===== src/rtl/btn_evt_pkg.sv =====
// Shared types and constants for the button event decoder.
// The auto-repeat build option is BTN_AUTOREPEAT_EN (see button_event_decoder).
package btn_evt_pkg;

  typedef enum logic [2:0] {
    ST_IDLE        = 3'd0,
    ST_PRESSED     = 3'd1,
    ST_LONG_HELD   = 3'd2,
    ST_GAP_WAIT    = 3'd3,
    ST_SECOND_HELD = 3'd4
  } btn_state_e;

  // Defaults assume a 100 MHz clk: 500 ms long press, 250 ms gap, 100 ms repeat.
  localparam int unsigned DEF_LONG_CYCLES   = 50_000_000;
  localparam int unsigned DEF_GAP_CYCLES    = 25_000_000;
  localparam int unsigned DEF_REPEAT_CYCLES = 10_000_000;
  localparam int unsigned DEF_CNT_W         = 27;

  function automatic int unsigned max3(input int unsigned a, input int unsigned b,
                                       input int unsigned c);
    int unsigned m;
    m = (a > b) ? a : b;
    return (m > c) ? m : c;
  endfunction

  function automatic int unsigned min_cnt_w(input int unsigned long_c, input int unsigned gap_c,
                                            input int unsigned rep_c);
    return $clog2(max3(long_c, gap_c, rep_c) + 1);
  endfunction

endpackage


===== src/rtl/btn_edge_detect.sv =====
// Registered-history edge detector for a clean, clk-synchronous level.
// No edge is reported on the first sample after reset, so a held input is not seen as a press.
module btn_edge_detect (
  input  logic clk,
  input  logic rst,
  input  logic i_level,
  output logic o_rise,
  output logic o_fall
);

  logic r_prev;
  logic r_armed;

  always_ff @(posedge clk or posedge rst) begin
    if (rst) begin
      r_prev  <= 1'b0;
      r_armed <= 1'b0;
    end else begin
      r_prev  <= i_level;
      r_armed <= 1'b1;
    end
  end

  assign o_rise = r_armed & i_level & ~r_prev;
  assign o_fall = r_armed & ~i_level & r_prev;

endmodule


===== src/rtl/button_event_decoder.sv =====
// Turns a debounced button level into press/release/click/long-press pulses.
// Define BTN_AUTOREPEAT_EN to enable repeat_pulse while the button is long-held.
module button_event_decoder
  import btn_evt_pkg::*;
#(
  parameter int unsigned LONG_CYCLES   = DEF_LONG_CYCLES,
  parameter int unsigned GAP_CYCLES    = DEF_GAP_CYCLES,
  parameter int unsigned REPEAT_CYCLES = DEF_REPEAT_CYCLES,
  parameter int unsigned CNT_W         = DEF_CNT_W
) (
  input  logic clk,
  input  logic rst,
  input  logic btn_level,
  input  logic en,
  output logic press_pulse,
  output logic release_pulse,
  output logic single_click,
  output logic double_click,
  output logic long_press,
  output logic repeat_pulse,
  output logic held
);

  localparam logic [2:0] S_IDLE        = ST_IDLE;
  localparam logic [2:0] S_PRESSED     = ST_PRESSED;
  localparam logic [2:0] S_LONG_HELD   = ST_LONG_HELD;
  localparam logic [2:0] S_GAP_WAIT    = ST_GAP_WAIT;
  localparam logic [2:0] S_SECOND_HELD = ST_SECOND_HELD;

  localparam logic [CNT_W-1:0] LONG_LAST = CNT_W'(LONG_CYCLES - 1);
  localparam logic [CNT_W-1:0] GAP_LAST  = CNT_W'(GAP_CYCLES - 1);
  localparam logic [CNT_W-1:0] TIMER_SAT =
    CNT_W'(max3(LONG_CYCLES, GAP_CYCLES, REPEAT_CYCLES) - 1);

  logic             w_rise;
  logic             w_fall;
  logic [2:0]       r_state;
  logic [2:0]       w_state_nxt;
  logic [CNT_W-1:0] r_timer;
  logic [CNT_W-1:0] w_timer_nxt;
  logic [CNT_W-1:0] w_timer_inc;
  logic             w_press;
  logic             w_release;
  logic             w_single;
  logic             w_double;
  logic             w_long;
  logic             w_held;
  logic             r_press;
  logic             r_release;
  logic             r_single;
  logic             r_double;
  logic             r_long;
  logic             r_held;

  btn_edge_detect u_edge (
    .clk     (clk),
    .rst     (rst),
    .i_level (btn_level),
    .o_rise  (w_rise),
    .o_fall  (w_fall)
  );

  // No threshold exceeds TIMER_SAT, so holding there keeps the timer from wrapping.
  assign w_timer_inc = (r_timer == TIMER_SAT) ? r_timer : r_timer + CNT_W'(1);

`ifdef BTN_AUTOREPEAT_EN
  localparam logic [CNT_W-1:0] REPEAT_LAST = CNT_W'(REPEAT_CYCLES - 1);
  logic w_repeat;
  logic r_repeat;
`endif

  always_comb begin
    w_state_nxt = r_state;
    w_timer_nxt = r_timer;
    w_press     = 1'b0;
    w_release   = 1'b0;
    w_single    = 1'b0;
    w_double    = 1'b0;
    w_long      = 1'b0;
`ifdef BTN_AUTOREPEAT_EN
    w_repeat    = 1'b0;
`endif
    if (!en) begin
      w_state_nxt = S_IDLE;
      w_timer_nxt = '0;
    end else begin
      case (r_state)
        S_IDLE: begin
          if (w_rise) begin
            w_state_nxt = S_PRESSED;
            w_timer_nxt = '0;
            w_press     = 1'b1;
          end
        end
        S_PRESSED: begin
          if (w_fall) begin
            w_state_nxt = S_GAP_WAIT;
            w_timer_nxt = '0;
            w_release   = 1'b1;
          end else if (btn_level) begin
            if (r_timer == LONG_LAST) begin
              w_state_nxt = S_LONG_HELD;
              w_timer_nxt = '0;
              w_long      = 1'b1;
            end else begin
              w_timer_nxt = w_timer_inc;
            end
          end
        end
        S_LONG_HELD: begin
          if (w_fall) begin
            w_state_nxt = S_IDLE;
            w_timer_nxt = '0;
            w_release   = 1'b1;
          end
`ifdef BTN_AUTOREPEAT_EN
          else if (btn_level) begin
            if (r_timer == REPEAT_LAST) begin
              w_timer_nxt = '0;
              w_repeat    = 1'b1;
            end else begin
              w_timer_nxt = w_timer_inc;
            end
          end
`endif
        end
        S_GAP_WAIT: begin
          // A second press on the expiry cycle still counts as a double click.
          if (w_rise) begin
            w_state_nxt = S_SECOND_HELD;
            w_timer_nxt = '0;
            w_press     = 1'b1;
            w_double    = 1'b1;
          end else if (r_timer == GAP_LAST) begin
            w_state_nxt = S_IDLE;
            w_timer_nxt = '0;
            w_single    = 1'b1;
          end else begin
            w_timer_nxt = w_timer_inc;
          end
        end
        S_SECOND_HELD: begin
          if (w_fall) begin
            w_state_nxt = S_IDLE;
            w_timer_nxt = '0;
            w_release   = 1'b1;
          end
        end
        default: begin
          w_state_nxt = S_IDLE;
          w_timer_nxt = '0;
        end
      endcase
    end
  end

  assign w_held = (w_state_nxt == S_PRESSED) || (w_state_nxt == S_LONG_HELD) ||
                  (w_state_nxt == S_SECOND_HELD);

  always_ff @(posedge clk or posedge rst) begin
    if (rst) begin
      r_state   <= S_IDLE;
      r_timer   <= '0;
      r_press   <= 1'b0;
      r_release <= 1'b0;
      r_single  <= 1'b0;
      r_double  <= 1'b0;
      r_long    <= 1'b0;
      r_held    <= 1'b0;
    end else begin
      r_state   <= w_state_nxt;
      r_timer   <= w_timer_nxt;
      r_press   <= w_press;
      r_release <= w_release;
      r_single  <= w_single;
      r_double  <= w_double;
      r_long    <= w_long;
      r_held    <= w_held;
    end
  end

`ifdef BTN_AUTOREPEAT_EN
  always_ff @(posedge clk or posedge rst) begin
    if (rst) r_repeat <= 1'b0;
    else     r_repeat <= w_repeat;
  end
  assign repeat_pulse = r_repeat;
`else
  assign repeat_pulse = 1'b0;
`endif

  assign press_pulse   = r_press;
  assign release_pulse = r_release;
  assign single_click  = r_single;
  assign double_click  = r_double;
  assign long_press    = r_long;
  assign held          = r_held;

endmodule

===== config.mk =====
export PLATFORM = sky130hd
export DESIGN_NAME = button_event_decoder
export DESIGN_NICKNAME = d
export VERILOG_FILES = /design/src/rtl/btn_evt_pkg.sv /design/src/rtl/btn_edge_detect.sv /design/src/rtl/button_event_decoder.sv
export SDC_FILE = /design/constraint.sdc
export NUM_CORES = 1
export LEC_CHECK = 0
export ABC_AREA = 1
export BUFFER_PORTS_ARGS = -buffer_cell sky130_fd_sc_hd__buf_2
export CAP_MARGIN = 40
export CORE_MARGIN = 2
export CORE_UTILIZATION = 59
export DETAILED_ROUTE_END_ITERATION = 12
export PLACE_DENSITY = 0.77
export REMOVE_ABC_BUFFERS = 1
export SLEW_MARGIN = 20
export SYNTH_ARGS = -nofsm -noshare
export SYNTH_HDL_FRONTEND = slang
export SYNTH_SLANG_ARGS = --single-unit

===== constraint.sdc =====
create_clock -name clk -period 3.3 [get_ports clk]
set_input_delay 0.165 -clock clk [delete_from_list [all_inputs] [get_ports clk]]
set_output_delay 0.165 -clock clk [all_outputs]
set_load 0.01 [all_outputs]

# ---- Yosys cells after proc, flatten, opt, wreduce, memory -nomap -nowiden
# Cells that the tools add are included.
dict set report word_totals {
  reg_bits 38
  in_bits 4
  out_inout_bits 7
}
dict set report op_classes {
  addsub 1
  n_eq_ne 12
  mux 36
  n_bitwise 6
  reduce_logical 7
}
# op count
set ops {}
lappend ops {{$mux W27} 9}
lappend ops {{$pmux W27 S4} 1}
lappend ops {{$add A27 B1 Y27 const B} 1}
lappend ops {{$eq A27 B25 Y1 const B} 1}
lappend ops {{$eq A27 B26 Y1 const B} 1}
lappend ops {{$mux W3} 8}
lappend ops {{$mux W1} 17}
lappend ops {{$pmux W3 S4} 1}
lappend ops {{$eq A3 B2 Y1 const B} 3}
lappend ops {{$eq A3 B1 Y1 const B} 2}
lappend ops {{$eq A3 B3 Y1 const B} 2}
lappend ops {{$ne A3 B2 Y1 const B} 2}
lappend ops {{$and A1 B1 Y1} 4}
lappend ops {{$ne A4 B3 Y1 const B} 1}
lappend ops {{$reduce_or A2 Y1} 2}
lappend ops {{$logic_not A3 Y1} 1}
lappend ops {{$reduce_and A3 Y1} 1}
lappend ops {{$reduce_or A3 Y1} 1}
lappend ops {{$logic_or A1 B1 Y1} 2}
lappend ops {{$not A1 Y1} 2}

# ---- Logic depth before layout (Yosys ltp)
dict set report depth {
  depth_word 9
  mapped_depth 14
}

# ---- Modules after synthesis
# A second synthesis with hierarchy kept.
dict set report hier_totals {
  cells_unflattened 389
  hier_area_um2 2571.2
}
# mod n_inst cells_per_inst area_each_um2 seq_area_each_um2
set by_module_without_submodules {}
lappend by_module_without_submodules {button_event_decoder 1 381 2498.6 900.9}
lappend by_module_without_submodules {btn_edge_detect 1 8 72.6 50.0}

# ---- Worst setup path before layout
# Ideal clock, no wire load.
dict set report synth_timing {
  kind {reg-to-reg}
  from {register r_timer[1]}
  to {register r_timer[10]}
  arrival_time_ns 1.588
  slack_ns 1.592
  stages_incl_launch_ff 14
  path_buffers 1
  synth_period_minus_slack_ns 1.708
  cell_sequence {dfrtp_1 -> ha_1 -> nand3_1 -> inv_2 -> nand2_1 -> nor2_2 -> nand2_2 -> nand2_1 -> nand2_1 -> nand2_1 -> nand2_2 -> buf_6 -> nand2_1 -> a21oi_2}
}
dict set report synth_between {
  elab_chain_len 7
  word_cells_on_any_way 11
  cone_classes {1 x add/sub; 2 x eq/ne; 8 x mux}
}
# element line_no
set synth_lines {}
lappend synth_lines {{start: declaration} button_event_decoder.sv:39} ;# logic [CNT_W-1:0] r_timer;
lappend synth_lines {{start signal: assignment} button_event_decoder.sv:172} ;# r_timer <= w_timer_nxt;
lappend synth_lines {{$add A27 B1 Y27 / $eq A27 B26 Y1 (equally long branches)} {button_event_decoder.sv:64, button_event_decoder.sv:101}}
lappend synth_lines {{$mux W27} button_event_decoder.sv:64} ;# assign w_timer_inc = (r_timer == TIMER_SAT) ? r_timer : r_timer + CNT_W'(1);
lappend synth_lines {{$mux W27} button_event_decoder.sv:101} ;# if (r_timer == LONG_LAST) begin
lappend synth_lines {{$mux W27} button_event_decoder.sv:100} ;# end else if (btn_level) begin
lappend synth_lines {{$mux W27} button_event_decoder.sv:96} ;# if (w_fall) begin
lappend synth_lines {{$pmux W27 S4 (*)} button_event_decoder.sv:87} ;# case (r_state)
lappend synth_lines {{$mux W27 (*)} button_event_decoder.sv:83} ;# if (!en) begin
# Every way passes the cells marked *; elsewhere a longest branch is shown, timed or not. The select of a mux whose other input is x is not followed.
# A chain may end at the register's enable or synchronous reset.

# ---- Worst setup path after layout
dict set report layout_timing {
  from {register r_timer[10]}
  to {register r_timer[15]}
}
# The elaborated chain is that of the path after synthesis.

==> run_results.csv <==
group,metric,value,unit
place,port_buffers,9,
layout,antenna_cells,0,
clocking,clkTransAtPathRegs,80,ps
global_route,grt_max_degree,39,
clocking,cts_root_buffer,"clkbuf_8",
layout,finalInstanceArea,2950,um^2
worst_setup_path,critPathSlowestCell,"dfrtp_1",
synth,syn-cell-area,2780,um^2
layout,area_delta_synth_final,6.21,%
timing,rsz0062_at_grt,"false",
routing,viasPerCell,5.51,
die,die-height,72.7,um
worst_setup_path,crit-reg2reg-launch,"r_timer[10]$_DFFE_PP0P_",
timing,fmax,0.481,GHz
clocking,clock_latency,290,ps
routing,dr_total_vias,2710,
synth,synth_edf_count,0,
flow_run,cap_viol_max_count,0,
worst_setup_path,worstPathRequired,3480,ps
worst_hold_path,hold_depth,1,
timing,timing.final.setup_violations,0,
synth,ys.flop_type,"dfrtp_1",
pwr,p_leak,1.40,nW
layout,multi_input_area,1540,um^2
clocking,clock_sinks,38,
layout,fillerInstances,420,
clocking,post_cts_buffers,0,
clocking,cts.path.max_buffers,2,
synth,yosysWarnings,0,
timing,finalCritPeriodShare,63.0,%
worst_hold_path,hold_path.class,"in2reg",
die,die_w,72.7,um
worst_setup_path,cp-end-kind,"flip-flop",
pwr,p_per_area,320,nW/um^2
clocking,h-tree-depth,2,
worst_setup_path,arrival,2260,ps
worst_setup_path,path_class,"reg2reg",
routing,detailedRoute.firstPassIterationCount,5,
synth,synth_cells,429,
timing,slew_viol_final,0,
synth,syn_avg_cell_area,6.48,um^2
timing,layout_min_cycle_time,2080,ps
layout,register_area,951,um^2
timing,setup_tns,0,ps
synth,synth-seq-cells,38,
clocking,cts_buffers,5,
global_route,grt_pass1_vias,2483,
place,gp_congestion,0.988,
worst_setup_path,rr_worst_depth,12,
synth,synth_top_area_share,34.2,%
pwr,ir_drop,200,uV
die,die_area,5280,um^2
die,initial_core_util,62.6,%
die,num_rows,24,
synth,synth_area_leaders,"dfrtp_1 (34%), nand2_1 (17%), nor2_1 (10%)",
synth,synth_seq_area_share,34.2,%
global_route,grt_pass1_wl,11800,um
outcome,run_status,"finished clean",
routing,drtAntennaViolNets,0,
synth,synth.most_common_cell,"nand2_1",
clocking,cts.repair.resized,0,
timing,hold_viol,0,
worst_setup_path,startpoint_type,"flip-flop",
synth,yosys-top-cells-count,"nand2_1 (126), nor2_1 (75), inv_1 (52), dfrtp_1 (38), nand3_1 (31)",
routing,wl_per_cell,13.9,um
worst_setup_path,path_cells,"inv_1, nand2_1, nor2_1, nand2_1, nor2_1, nand2_2, nand2_1, nand2_1, nand2_1, nand2_2, inv_2, nor3_1",
worst_hold_path,min-delay-start,"btn_level",
worst_setup_path,crit_fanout,12,
global_route,grt_overflow,0,
global_route,antenna_found_initial,0,
timing,finalClockSkew,7.29,ps
routing,wirelength,6840,um
die,pin_count,11,
synth,synth_top_area_cell,"dfrtp_1",
worst_setup_path,crit_top_cell,"nand2_1",
die,core_area,4440,um^2
routing,drc_errors,0,
routing,drtIter0Drc,193,
layout,drive_above_1_share,13.0,%
place,dpl_cell_area,2840,um^2
worst_setup_path,cpPeakStageDelay,430,ps
worst_setup_path,startpoint,"r_timer[10]$_DFFE_PP0P_",
layout,final_core_util,66.5,%
synth,synth_cell_types,34,
place,dp.final_hpwl,5200,um
synth,synthArstFlopShare,100,%
clocking,cts_tree,"built",
global_route,grt_util_all_layers,28.7,%
layout,finalNetCount,445,
registers in the layout, indices dropped and copies added (netlist names):
register        cells
press_pulse         1
r_timer            27
u_edge.r_armed      1
long_press          1
double_click        1
u_edge.r_prev       1
single_click        1
release_pulse       1
r_state             3
held                1
per-stage QoR:
step                      hold WS [ps]  setup WS [ps]  cells  power (mW)
after floorplan                    196           1580    421       0.533
final                             72.2           1220    492       0.946
after global routing              70.7            988    492       0.971
after CTS                         71.5           1240    492       0.946
after global placement             294           1370    483       0.556
after detailed placement           300           1280    483       0.557
cell usage in the layout, fill, tap and decap left out, types with 2 or more instances in the layout:
master,instances
nand2_1,126
nor2_1,75
inv_1,52
dfrtp_1,38
nand3_1,31
nor3_1,16
nand4_1,12
o21ai_0,9
buf_2,9
nor2_2,8
inv_2,7
nand2_2,6
xor2_1,6
clkbuf_8,5
nand3_2,4
a21oi_2,4
nor2_4,3
o22ai_1,3
o21ai_1,3
nand3b_1,2
a21oi_1,2
ha_1,2
conb_1,2
clkinv_2,2
power by group:
| group | leakage [nW] | switching [mW] | internal [mW] |
|---|---|---|---|
| clock network | 0.0579 | 0.174 | 0.223 |
| logic | 0.817 | 0.0594 | 0.0173 |
| registers | 0.525 | 0.00287 | 0.469 |
worst max-delay path: cells and delay by family (launching register included):
kind | cells | cell delay (ps)
flops | 1 | 430
simple gates | 10 | 1220
buf+inv | 2 | 310
cells by family after synthesis:
| group | Yosys count | synth area share, % |
|---|---|---|
| flip-flops | 38 | 34.2 |
| AND/OR/NAND/NOR | 289 | 47.0 |
| adder cells (fa/ha/maj) | 2 | 0.900 |
| buffers and inverters | 68 | 10.5 |
| other | 2 | 0.270 |
| AO/OA/AOI/OAI | 23 | 4.99 |
| XOR/XNOR | 7 | 2.20 |
worst paths after layout:
kind	endpoint	slack, ps
setup / recovery	r_timer[15]$_DFFE_PP0P_	1220
hold / removal	u_edge.r_prev$_DFF_PP0_	70
setup reg to reg	r_timer[15]$_DFFE_PP0P_	1220
hold reg to reg	r_timer[1]$_DFFE_PP0P_	580
max in group asynchronous	r_timer[10]$_DFFE_PP0P_	2440
min in group asynchronous	r_timer[6]$_DFFE_PP0P_	530
final cells by class:
cell class                 count  share of cell area, %
tap                           52                   2.20
multi-input combinational    323                   52.1
clock buffer                   5                   2.33
clock inverter                 3                   1.36
inverter                      60                   7.71
sequential                    38                   32.2
timing repair buffer          11                   2.12
timing repair:
action                                 in CTS  in global routing
endpoints found under the hold margin      38                  0
hold buffers                                1                  0
setup endpoints to repair                   0                  0
per-layer routing:
| layer | global-route usage (%) | vias up | share of wire, % |
|---|---|---|---|
| li1 | - | 1356 | - |
| met5 | 0 | - | 0 |
| met4 | 7.61 | 0 | 2.2 |
| met2 | 44.0 | 89 | 45 |
| met1 | 42.0 | 1247 | 47 |
| met3 | 4.83 | 18 | 5.0 |
(Power assumes the default switching activity.)
